`src/rtl/mem_access_pkg.sv`:
```
// Shared definitions for the MEM-stage data-memory initiator: funct3 codes,
// FSM state encoding and the request legality check.
package mem_access_pkg;

    localparam logic [2:0] F3_B  = 3'b000;
    localparam logic [2:0] F3_H  = 3'b001;
    localparam logic [2:0] F3_W  = 3'b010;
    localparam logic [2:0] F3_BU = 3'b100;
    localparam logic [2:0] F3_HU = 3'b101;

    typedef enum logic [2:0] {
        ST_IDLE   = 3'd0,
        ST_LOAD   = 3'd1,
        ST_RMW_RD = 3'd2,
        ST_RMW_WR = 3'd3,
        ST_STORE  = 3'd4,
        ST_ERR    = 3'd5
    } state_t;

    // A request that must be rejected without touching memory.
    function automatic logic req_illegal(input logic       is_load,
                                         input logic       is_store,
                                         input logic [2:0] funct3,
                                         input logic [1:0] off);
        logic bad;
        bad = 1'b0;
        if (is_load && is_store) begin
            bad = 1'b1;
        end else begin
            case (funct3)
                F3_B:          bad = 1'b0;
                F3_H:          bad = off[0];
                F3_W:          bad = (off != 2'b00);
                F3_BU, F3_HU:  bad = is_store;
                default:       bad = 1'b1;
            endcase
        end
        return bad;
    endfunction

endpackage

```
`src/rtl/mem_lane_align.sv`:
```
// Byte/half lane handling for a word-wide memory: extracts and extends load
// values, and merges sub-word store data into an existing word.
module mem_lane_align
    import mem_access_pkg::*;
(
    input  logic [31:0] i_word,
    input  logic [15:0] i_wdata,
    input  logic [1:0]  i_off,
    input  logic [2:0]  i_funct3,
    output logic [31:0] o_load,
    output logic [31:0] o_merged
);

    logic [7:0]  w_byte;
    logic [15:0] w_half;

    always_comb begin
        w_byte = i_word[{i_off, 3'b000} +: 8];
        w_half = i_off[1] ? i_word[31:16] : i_word[15:0];
        case (i_funct3)
            F3_B:    o_load = {{24{w_byte[7]}}, w_byte};
            F3_BU:   o_load = {24'h0, w_byte};
            F3_H:    o_load = {{16{w_half[15]}}, w_half};
            F3_HU:   o_load = {16'h0, w_half};
            default: o_load = i_word;
        endcase
    end

    always_comb begin
        o_merged = i_word;
        case (i_funct3)
            F3_B: o_merged[{i_off, 3'b000} +: 8] = i_wdata[7:0];
            F3_H: begin
                if (i_off[1]) o_merged[31:16] = i_wdata;
                else          o_merged[15:0]  = i_wdata;
            end
            default: o_merged = i_word;
        endcase
    end

endmodule

```
`src/rtl/mem_access_unit.sv`:
```
// MEM-stage initiator for a word-addressed data memory. Sub-word stores run as
// read-modify-write; illegal or misaligned requests are answered with an error.
//
// Handshake: a request is taken when req_valid && req_ready && (req_load || req_store);
// req_ready is high only in IDLE. Completion is a single-cycle rsp_valid pulse with
// no back-pressure; rsp_rdata/rsp_error are meaningful only during that pulse.
module mem_access_unit
    import mem_access_pkg::*;
#(
    parameter int ADDR_W = 6
) (
    input  logic              clk,
    input  logic              rst,
    input  logic              req_valid,
    output logic              req_ready,
    input  logic              req_load,
    input  logic              req_store,
    input  logic [2:0]        req_funct3,
    input  logic [31:0]       req_addr,
    input  logic [31:0]       req_wdata,
    output logic              rsp_valid,
    output logic [31:0]       rsp_rdata,
    output logic              rsp_error,
    output logic              mem_read,
    output logic              mem_write,
    output logic [ADDR_W-1:0] mem_addr,
    output logic [31:0]       mem_wdata,
    input  logic [31:0]       mem_rdata,
    output state_t            dbg_state
);

    state_t              r_state;
    state_t              w_next;
    logic [ADDR_W+1:0]   r_addr;
    logic [2:0]          r_funct3;
    logic [31:0]         r_wdata;
    logic [31:0]         r_merge;
    logic                r_rsp_valid;
    logic                r_rsp_error;
    logic [31:0]         r_rsp_rdata;

    logic                w_accept;
    logic                w_illegal;
    logic [31:0]         w_load;
    logic [31:0]         w_merged;
    logic                w_unused_addr;

    // Address bits above the memory span are deliberately dropped (wrap-around).
    assign w_unused_addr = ^req_addr[31:ADDR_W+2];

    assign w_accept  = req_valid && (r_state == ST_IDLE) && (req_load || req_store);
    assign w_illegal = req_illegal(req_load, req_store, req_funct3, req_addr[1:0]);

    mem_lane_align u_align (
        .i_word   (mem_rdata),
        .i_wdata  (r_wdata[15:0]),
        .i_off    (r_addr[1:0]),
        .i_funct3 (r_funct3),
        .o_load   (w_load),
        .o_merged (w_merged)
    );

    always_ff @(posedge clk or posedge rst) begin
        if (rst) r_state <= ST_IDLE;
        else     r_state <= w_next;
    end

    always_comb begin
        w_next = r_state;
        case (r_state)
            ST_IDLE: begin
                if (w_accept) begin
                    if (w_illegal)              w_next = ST_ERR;
                    else if (req_load)          w_next = ST_LOAD;
                    else if (req_funct3 == F3_W) w_next = ST_STORE;
                    else                        w_next = ST_RMW_RD;
                end
            end
            ST_RMW_RD: w_next = ST_RMW_WR;
            ST_LOAD, ST_RMW_WR, ST_STORE, ST_ERR: w_next = ST_IDLE;
            default:   w_next = ST_IDLE;
        endcase
    end

    always_comb begin
        req_ready = (r_state == ST_IDLE);
        mem_read  = (r_state == ST_LOAD) || (r_state == ST_RMW_RD);
        mem_write = (r_state == ST_STORE) || (r_state == ST_RMW_WR);
        case (r_state)
            ST_STORE:  mem_wdata = r_wdata;
            ST_RMW_WR: mem_wdata = r_merge;
            default:   mem_wdata = 32'h0;
        endcase
    end

    always_ff @(posedge clk or posedge rst) begin
        if (rst) begin
            r_addr      <= '0;
            r_funct3    <= 3'b000;
            r_wdata     <= 32'h0;
            r_merge     <= 32'h0;
            r_rsp_valid <= 1'b0;
            r_rsp_error <= 1'b0;
            r_rsp_rdata <= 32'h0;
        end else begin
            r_rsp_valid <= 1'b0;
            r_rsp_error <= 1'b0;
            r_rsp_rdata <= 32'h0;
            if (w_accept) begin
                r_addr   <= req_addr[ADDR_W+1:0];
                r_funct3 <= req_funct3;
                r_wdata  <= req_wdata;
            end
            case (r_state)
                ST_LOAD: begin
                    r_rsp_valid <= 1'b1;
                    r_rsp_rdata <= w_load;
                end
                ST_RMW_RD: r_merge <= w_merged;
                ST_RMW_WR, ST_STORE: r_rsp_valid <= 1'b1;
                ST_ERR: begin
                    r_rsp_valid <= 1'b1;
                    r_rsp_error <= 1'b1;
                end
                default: ;
            endcase
        end
    end

    assign rsp_valid = r_rsp_valid;
    assign rsp_error = r_rsp_error;
    assign rsp_rdata = r_rsp_rdata;
    assign mem_addr  = r_addr[ADDR_W+1:2];
    assign dbg_state = r_state;

endmodule

```
`config.mk`:
```
export PLATFORM = sky130hd
export DESIGN_NAME = mem_access_unit
export DESIGN_NICKNAME = d
export VERILOG_FILES = /design/src/rtl/mem_access_pkg.sv /design/src/rtl/mem_lane_align.sv /design/src/rtl/mem_access_unit.sv
export SDC_FILE = /design/constraint.sdc
export NUM_CORES = 1
export LEC_CHECK = 0
export ABC_CLOCK_PERIOD_IN_PS = 4400
export CAP_MARGIN = 20
export CORE_MARGIN = 2
export CORE_UTILIZATION = 43
export DETAILED_ROUTE_END_ITERATION = 12
export PLACE_DENSITY = 0.78
export SLEW_MARGIN = 40
export SYNTH_ARGS = -nofsm -noshare
export SYNTH_HDL_FRONTEND = slang
export SYNTH_HIERARCHICAL = 1
export SYNTH_SLANG_ARGS = --single-unit
```
`constraint.sdc`:
```
create_clock -name clk -period 4.4 [get_ports clk]
set_input_delay 1.32 -clock clk [delete_from_list [all_inputs] [get_ports clk]]
set_output_delay 1.32 -clock clk [all_outputs]
set_load 0.01 [all_outputs]
```
# --- After elaboration in Yosys (flattened, before gate mapping) ---
# Cells that the tools add are included.
classes:
  n_reduce_logical: 12
  magnitude_cmp: 0
  n_shift: 3
  multipliers: 0
  mux: 17
  div_mod_pow: 0
  bitwise: 0
  eq_ne: 13
  addsub: 1
op_table:
  columns: ["operator", "n"]
  rows:
  - ["case mux 32 bit (2 select lines)", 2]
  - ["case mux 32 bit (4 select lines)", 1]
  - ["two-way mux 16 bit", 3]
  - ["bitwise mux 32 bit", 1]
  - ["two-way mux 32 bit", 1]
  - ["variable shift 8 x 7 -> 32 bit, first input constant", 1]
  - ["indexed part select 32 x 6 -> 8 bit", 1]
  - ["indexed part select 8 x 7 -> 32 bit", 1]
  - ["equality test 3 bit, second input constant", 6]
  - ["two-way mux 3 bit", 4]
  - ["equality test 3 x 1 -> 1 bit, second input constant", 3]
  - ["equality test 3 x 2 -> 1 bit, second input constant", 3]
  - ["logical NOT 3 bit", 3]
  - ["negation 5 -> 7 bit", 1]
  - ["case mux 3 bit (2 select lines)", 1]
  - ["case mux 1 bit (4 select lines)", 1]
  - ["OR reduction 4 bit", 1]
  - ["logical AND 1 bit", 3]
  - ["logical OR 1 bit", 3]
  - ["two-way mux 1 bit", 3]
  - ["inequality test 2 x 1 -> 1 bit, second input constant", 1]
  - ["nonzero test 2 bit", 1]
  - ["OR reduction 2 bit", 1]
word_totals:
  latchBits: 0
  wordCells: 54
  out_inout_bits: 78
  mem_bits_rw: 0
  reg_bits: 112
  in_bits: 104
  memories: 0
  mem_bits_ro: 0

# --- Depth between registers and ports, before layout ---
# Gate-level depths: netlist of run 1.
depth:
  word_depth: 7
  ltp_mapped: 7
  ltp_nobuf: 6

# --- Cells and area by module ---
# The synthesis of run 1 kept the hierarchy.
by_module_without_submodules:
  columns: ["module", "seq_area_each_um2", "n_inst", "area_each_um2", "cells_each"]
  rows:
  - ["mem_access_unit", 2802.7, 1, 4605.7, 306]
  - ["mem_lane_align", 0.0, 1, 1224.9, 176]

# --- Worst setup path before layout of run 1 ---
# Ideal clock, no wire load.
synth_path:
  path_kind: "reg-to-output"
  start: "register r_state[0] (netlist: dbg_state[0])"
  end: "output mem_read"
  path_slack_ns: 1.763
  stages_incl_launch_ff: 6
  n_path_buf: 2
  t_arrival_ns: 1.317
  t_required_ns: 3.080
  path_cell_list: "dfrtp_1 -> nor2_2 -> and2_4 -> buf_6 -> buf_6 -> or2_2"
synth_via:
  elab_chain_len: 2
synth_rtl:
  columns: ["element", "line", "text"]
  rows:
  - ["start: declaration", "mem_access_unit.sv:32", "state_t r_state;"]
  - ["start signal: assignment", "mem_access_unit.sv:65", "else r_state <= w_next;"]
  - ["equality test 3 x 1 -> 1 bit / equality test 3 x 2 -> 1 bit (equally long branches)", "mem_access_unit.sv:87", "mem_read = (r_state == ST_LOAD) || (r_state == ST_RMW_RD);"]
  - ["logical OR 1 bit (*)", "mem_access_unit.sv:87", null]
  - ["end: declaration", "mem_access_unit.sv:24", "output logic mem_read,"]
# Every way passes the cells marked *; elsewhere a longest branch is shown, timed or not.

# --- Worst setup path in the final report of run 1 ---
layout_path:
  start: "register r_state[2] (netlist: dbg_state[2])"
  end: "output mem_wdata[9]"
layout_via:
  elab_chain_len: 2
layout_rtl:
  columns: ["element", "line", "text"]
  rows:
  - ["equality test 3 x 2 -> 1 bit / equality test 3 bit (equally long branches)", "mem_access_unit.sv:89", "case (r_state)"]
  - ["case mux 32 bit (2 select lines) (*)", "mem_access_unit.sv:89", null]
  - ["end: declaration", "mem_access_unit.sv:27", "output logic [31:0] mem_wdata,"]
# Marks and branches as above.

==> results.yml, run 1 <==
run_status:
  status: "finished, final reports clean"
cts:
  cts.path.max_buffers: 2
  numCtsBuffers: 9
  cts_sinks: 112
  clkTransAtPathRegs_ns: 0.08
  post_cts_buffers: 0
  cts_resized: 0
  htree_levels: 3
  cts-root-buf: "clkbuf_16"
  cts_tree: "yes"
  clock_latency_ns: 0.36
  ctsHoldBuffers: 0
logic_synthesis:
  synthesis.nets: 591
  ys.flop_type: "dfrtp_1"
  yosysWarningCount: 6
  synth.avg_cell_area_um2: 12.1
  syn_inst: 482
  synth_cell_types: 51
  syn_area_mm2: 0.00583
  synth_edf_count: 0
  synth-seq-cells: 112
  async_flop_share: 1.00
  synth_seq_area_share: 0.481
critical_path:
  critPathKind: "reg -> out"
  arrival_ns: 2.51
  crit_required_ns: 3.08
  crit_path_end_kind: "output port"
  cp_max_fo: 26
  start_kind: "flip-flop"
sta:
  timing.final.crit_share: 0.870
  finalHoldViolCount: 0
  relSlewSlack: 0.525
  worstMarginPinSlew_ns: 0.711
  finalCriticalPeriod_ns: 3.83
  setup_viol: 0
  fin_tns_setup_ns: 0
  slew_viol_final: 0
  fin_ws_ns: 0.571
  finalClockSkew_ns: 0.00828
  rsz0062_at_grt: "false"
  clock.fmax_ghz: 0.261
  hold-worst-slack_ns: 0.513
global_route:
  grt-ovfl-total: 0
  busiest_layer: "met2"
  grt_util_met3: 0.0604
  grt_util_met2: 0.337
  grt_max_degree: 63
  grt_pass1_vias: 4496
  grt_use_met1: 0.288
  grt_pass1_wl_um: 24300
  antenna_found_initial: 0
  track_usage: 0.218
routing:
  drtPass1Iterations: 6
  detail-route-antenna-nets: 0
  drtIter0Drc: 304
  drc: 0
  viasPerCell: 5.56
  dr_total_vias: 4458
  totalWireLength_um: 15400
  wl_per_cell_um: 19.2
cells_and_area:
  drive_gt1_frac: 0.243
  diodes: 0
  most-common-layout-cells: "157 x clkdlybuf4s50_1, 110 x dfrtp_1, 65 x mux2_2"
  ff_latch_area_mm2: 0.00281
  final_nets: 730
  fill_cells: 1122
  final_cells: 802
  final_common_cell: "clkdlybuf4s50_1"
  area_growth_pct: 32.7
  multi_input_area_mm2: 0.00278
  fin_area_mm2: 0.00774
run:
  max_cap_viol_count: 0
placed_design:
  dp_hpwl_um: 11400
  place_area_mm2: 0.00746
  gp_congestion: 0.837
  io_buffers: 157
  dp_cells: 786
  dp_slack_ns: 0.946
floorplanning:
  initial_utilization: 0.440
  dieWidth_um: 120
  fp.dieH_um: 120
  die-area_mm2: 0.0145
  rows: 42
  ios: 182
  core_mm2: 0.0132
worst_hold_path:
  min_path_type: "reg -> reg"
power:
  p_leak_uw: 0.00339
  powerDensity_mw_per_mm2: 461
  ir_drop_v: 0.000281
[Yosys cell counts, types with 2 or more instances]
| cell | count | area (um^2) |
|---|---|---|
| nor3_1 | 3 | 15.0 |
| or2b_1 | 2 | 15.0 |
| and3b_1 | 2 | 17.5 |
| nand2_1 | 47 | 176 |
| buf_6 | 11 | 124 |
| and2b_1 | 3 | 22.5 |
| mux2_4 | 11 | 165 |
| inv_1 | 5 | 18.8 |
| nor3b_1 | 2 | 15.0 |
| o21ai_0 | 5 | 25.0 |
| buf_4 | 7 | 52.6 |
| a221o_1 | 23 | 230 |
| nor2_1 | 11 | 41.3 |
| mux2_2 | 65 | 732 |
| a31oi_1 | 2 | 12.5 |
| o21ai_1 | 4 | 20.0 |
| dfrtp_1 | 112 | 2800 |
| or2_2 | 2 | 12.5 |
| ha_1 | 5 | 62.6 |
| o211ai_1 | 8 | 60.1 |
| nor3_4 | 2 | 32.5 |
| mux2i_1 | 7 | 70.1 |
| buf_2 | 7 | 35.0 |
| and2_1 | 16 | 100 |
| and2_2 | 32 | 240 |
| clkbuf_1 | 9 | 33.8 |
| a22o_1 | 48 | 420 |
| nor2b_1 | 6 | 37.5 |
| and3_1 | 2 | 12.5 |
| a21oi_1 | 2 | 10.0 |
[final timing paths]
path                               from            to  slack, ns  cells past startpoint
min reg2reg                 r_wdata[22]   r_wdata[22]       0.51                      1
min                         r_wdata[22]   r_wdata[22]       0.51                      1
min in group asynchronous           rst  rsp_rdata[3]       1.41                      2
max                        dbg_state[2]  mem_wdata[9]       0.57                      4
max in group asynchronous           rst   r_merge[17]       2.22                      3
max reg2reg                   r_addr[1]    r_merge[7]       1.96                      6
[registers in the layout (all words and copies together), names as in the netlist]
| register | flops |
|---|---|
| r_addr | 8 |
| dbg_state | 3 |
| r_merge | 32 |
| rsp_rdata | 32 |
| r_wdata | 32 |
| rsp_error | 1 |
| rsp_valid | 1 |
| r_funct3 | 3 |
[logic make-up (layout without fill, tap and decap cells)]
kind of cell / Yosys count / count (layout) / synth area share
compound gates: 97 / 97 / 0.141
fa+ha+maj: 5 / 5 / 0.0107
buf+inv: 40 / 184 / 0.0459
flops: 112 / 112 / 0.481
mux: 84 / 84 / 0.170
simple gates: 144 / 144 / 0.152
[worst max-delay path: stages, from the launching register on]
cell and delay, ns:
dfrtp_1 0.59, nor3b_4 0.56, buf_12 0.25, a22o_1 0.16, clkdlybuf4s50_1 0.58
[layout make-up]
cell class	instances	share of cell area
Clock buffer	9	0.0291
Clock inverter	7	0.00598
Sequential cell	112	0.362
Timing Repair Buffer	163	0.212
Tap cell	176	0.0285
Inverter	5	0.00275
Multi-Input combinational cell	330	0.359
[metal layers]
layer  share of wire  vias up  wire length (um)
met5               0        -                 0
met1            0.42     2188              6530
li1                -     2035                 -
met4           0.028        0               427
met3           0.083       38              1270
met2            0.47      197              7170
[where the power goes]
part	internal (uW)	switching (uW)
logic	696	486
registers	1330	290
clock network	384	380
[per-stage QoR]
step | utilization | power, uW
after floorplan | - | 2360
after global placement | 0.563 | 2760
after detailed placement | 0.563 | 2810
after CTS | 0.584 | 3580
after global routing | 0.584 | 3770
final | 0.584 | 3570
Power figures use the tool's default switching activity.
==> run 2, diff against run 1 <==
CORE_MARGIN = not set   (was 2)
==> results.yml, run 2 (synthesis gave the netlist of run 1 again) <==
routing:
  viasPerCell: 5.47
  drtPass1Iterations: 7
  totalWireLength_um: 15300
  wl_per_cell_um: 19.1
  detail-route-antenna-nets: 0
  dr_total_vias: 4385
  drc: 0
  drtIter0Drc: 279
global_route:
  track_usage: 0.226
  grt_use_met1: 0.308
  grt_util_met3: 0.0483
  grt_util_met2: 0.358
  busiest_layer: "met2"
  grt_pass1_vias: 4390
  grt_max_degree: 84
  grt-ovfl-total: 0
  antenna_found_initial: 0
  grt_pass1_wl_um: 24400
run:
  max_cap_viol_count: 0
critical_path:
  critPathTopFamily: "buffers and inverters"
  cp_num_buf_inv: 2
  critical-path-slowest-cell: "dfrtp_1"
  critPathKind: "reg -> out"
  start_kind: "flip-flop"
  arrival_ns: 2.36
  reg2regPathDepth: 6
  crit_path_end_kind: "output port"
  crit_required_ns: 3.08
  crit_chain: "nand2_1 -> nor2_2 -> buf_4 -> a22o_1 -> clkdlybuf4s50_1"
  cp_max_fo: 33
  path_depth: 5
  slowest_delay_ns: 0.63
floorplanning:
  initial_utilization: 0.440
  ios: 182
  dieWidth_um: 118
  rows: 42
  core_mm2: 0.0132
  die-area_mm2: 0.0140
  fp.dieH_um: 118
cells_and_area:
  final_common_cell: "clkdlybuf4s50_1"
  most-common-layout-cells: "157 x clkdlybuf4s50_1, 110 x dfrtp_1, 65 x mux2_2"
  final_cells: 801
  drive_gt1_frac: 0.238
  area_growth_pct: 32.5
  final_nets: 729
  fill_cells: 1126
  diodes: 0
cts:
  numCtsBuffers: 9
  clkTransAtPathRegs_ns: 0.07
  clock_latency_ns: 0.35
  cts_resized: 0
  ctsHoldBuffers: 0
  htree_levels: 3
  cts_sinks: 112
  cts-root-buf: "clkbuf_16"
  post_cts_buffers: 0
  cts_tree: "yes"
  cts.path.max_buffers: 2
sta:
  finalHoldViolCount: 0
  clock.fmax_ghz: 0.272
  fin_ws_ns: 0.719
  hold-worst-slack_ns: 0.509
  rsz0062_at_grt: "false"
  timing.final.crit_share: 0.837
  setup_viol: 0
  worstMarginPinSlew_ns: 0.727
  slew_viol_final: 0
  finalCriticalPeriod_ns: 3.68
  relSlewSlack: 0.514
  finalClockSkew_ns: 0.00806
  fin_tns_setup_ns: 0
power:
  power_switching_uw: 1150
  swShare: 0.321
  ir_drop_v: 0.000246
  powerDensity_mw_per_mm2: 463
  combPwrFrac: 0.331
  p_leak_uw: 0.00338
  clkPwrFrac: 0.215
  p_seq_frac: 0.454
  internal_power_uw: 2430
worst_hold_path:
  min_path_type: "reg -> reg"
  whs_path_depth: 1
placed_design:
  dp_slack_ns: 0.963
  io_buffers: 157
  gp_congestion: 0.837
  dp_cells: 785
  dp_hpwl_um: 11000
run_status:
  status: "finished, final reports clean"
## run 2: power groups by stage
stage / combinational, uW / clock (uW) / sequential [uW]
2_1_floorplan: 846 / 0 / 1520
3_3_place_gp: 1140 / 0 / 1620
3_5_place_dp: 1170 / 0 / 1640
4_1_cts: 1180 / 786 / 1620
5_1_grt: 1280 / 830 / 1670
6_report: 1180 / 769 / 1620
## run 2: per-stage QoR
step	total power, uW	area (um^2)	utilization
floorplan	2360	5830	-
global placement	2760	7440	0.562
detailed placement	2810	7440	0.562
CTS	3580	7720	0.583
global route	3780	7720	0.583
finish	3570	7720	0.583
## run 2: cell type report
cell class | count | area (um^2) | area share
Timing Repair Buffer | 162 | 1620 | 0.210
Tap cell | 176 | 220 | 0.0285
Clock inverter | 4 | 28.8 | 0.00373
Multi-Input combinational cell | 330 | 2780 | 0.360
Sequential cell | 112 | 2810 | 0.363
Clock buffer | 12 | 246 | 0.0319
Inverter | 5 | 21.3 | 0.00275
## run 2: per-layer routing
layer | wire, um | vias to the layer above
li1 | - | 2023
met1 | 6750 | 2166
met2 | 7210 | 175
met3 | 1090 | 21
met4 | 262 | 0
met5 | 0 | -
## run 2: worst register-to-register path: cells and delay by family, from the launching register on
| kind | cells | cell delay [ns] |
|---|---|---|
| adders and majority gates | 1 | 0.44 |
| buffers and inverters | 1 | 0.24 |
| muxes | 1 | 0.26 |
| DFF | 1 | 0.68 |
| AOI/OAI and AO/OA | 2 | 0.60 |
| and+or+nand+nor | 1 | 0.07 |
## run 2: path summary, 6_finish.rpt
path	from	endpoint	slack, ns
setup / recovery	dbg_state[1]	mem_wdata[14]	0.72
hold / removal	r_wdata[19]	r_wdata[19]	0.51
setup reg to reg	r_addr[1]	r_merge[7]	1.99
hold reg to reg	r_wdata[19]	r_wdata[19]	0.51
max in group asynchronous	rst	r_addr[1]	2.31
min in group asynchronous	rst	rsp_rdata[13]	1.31
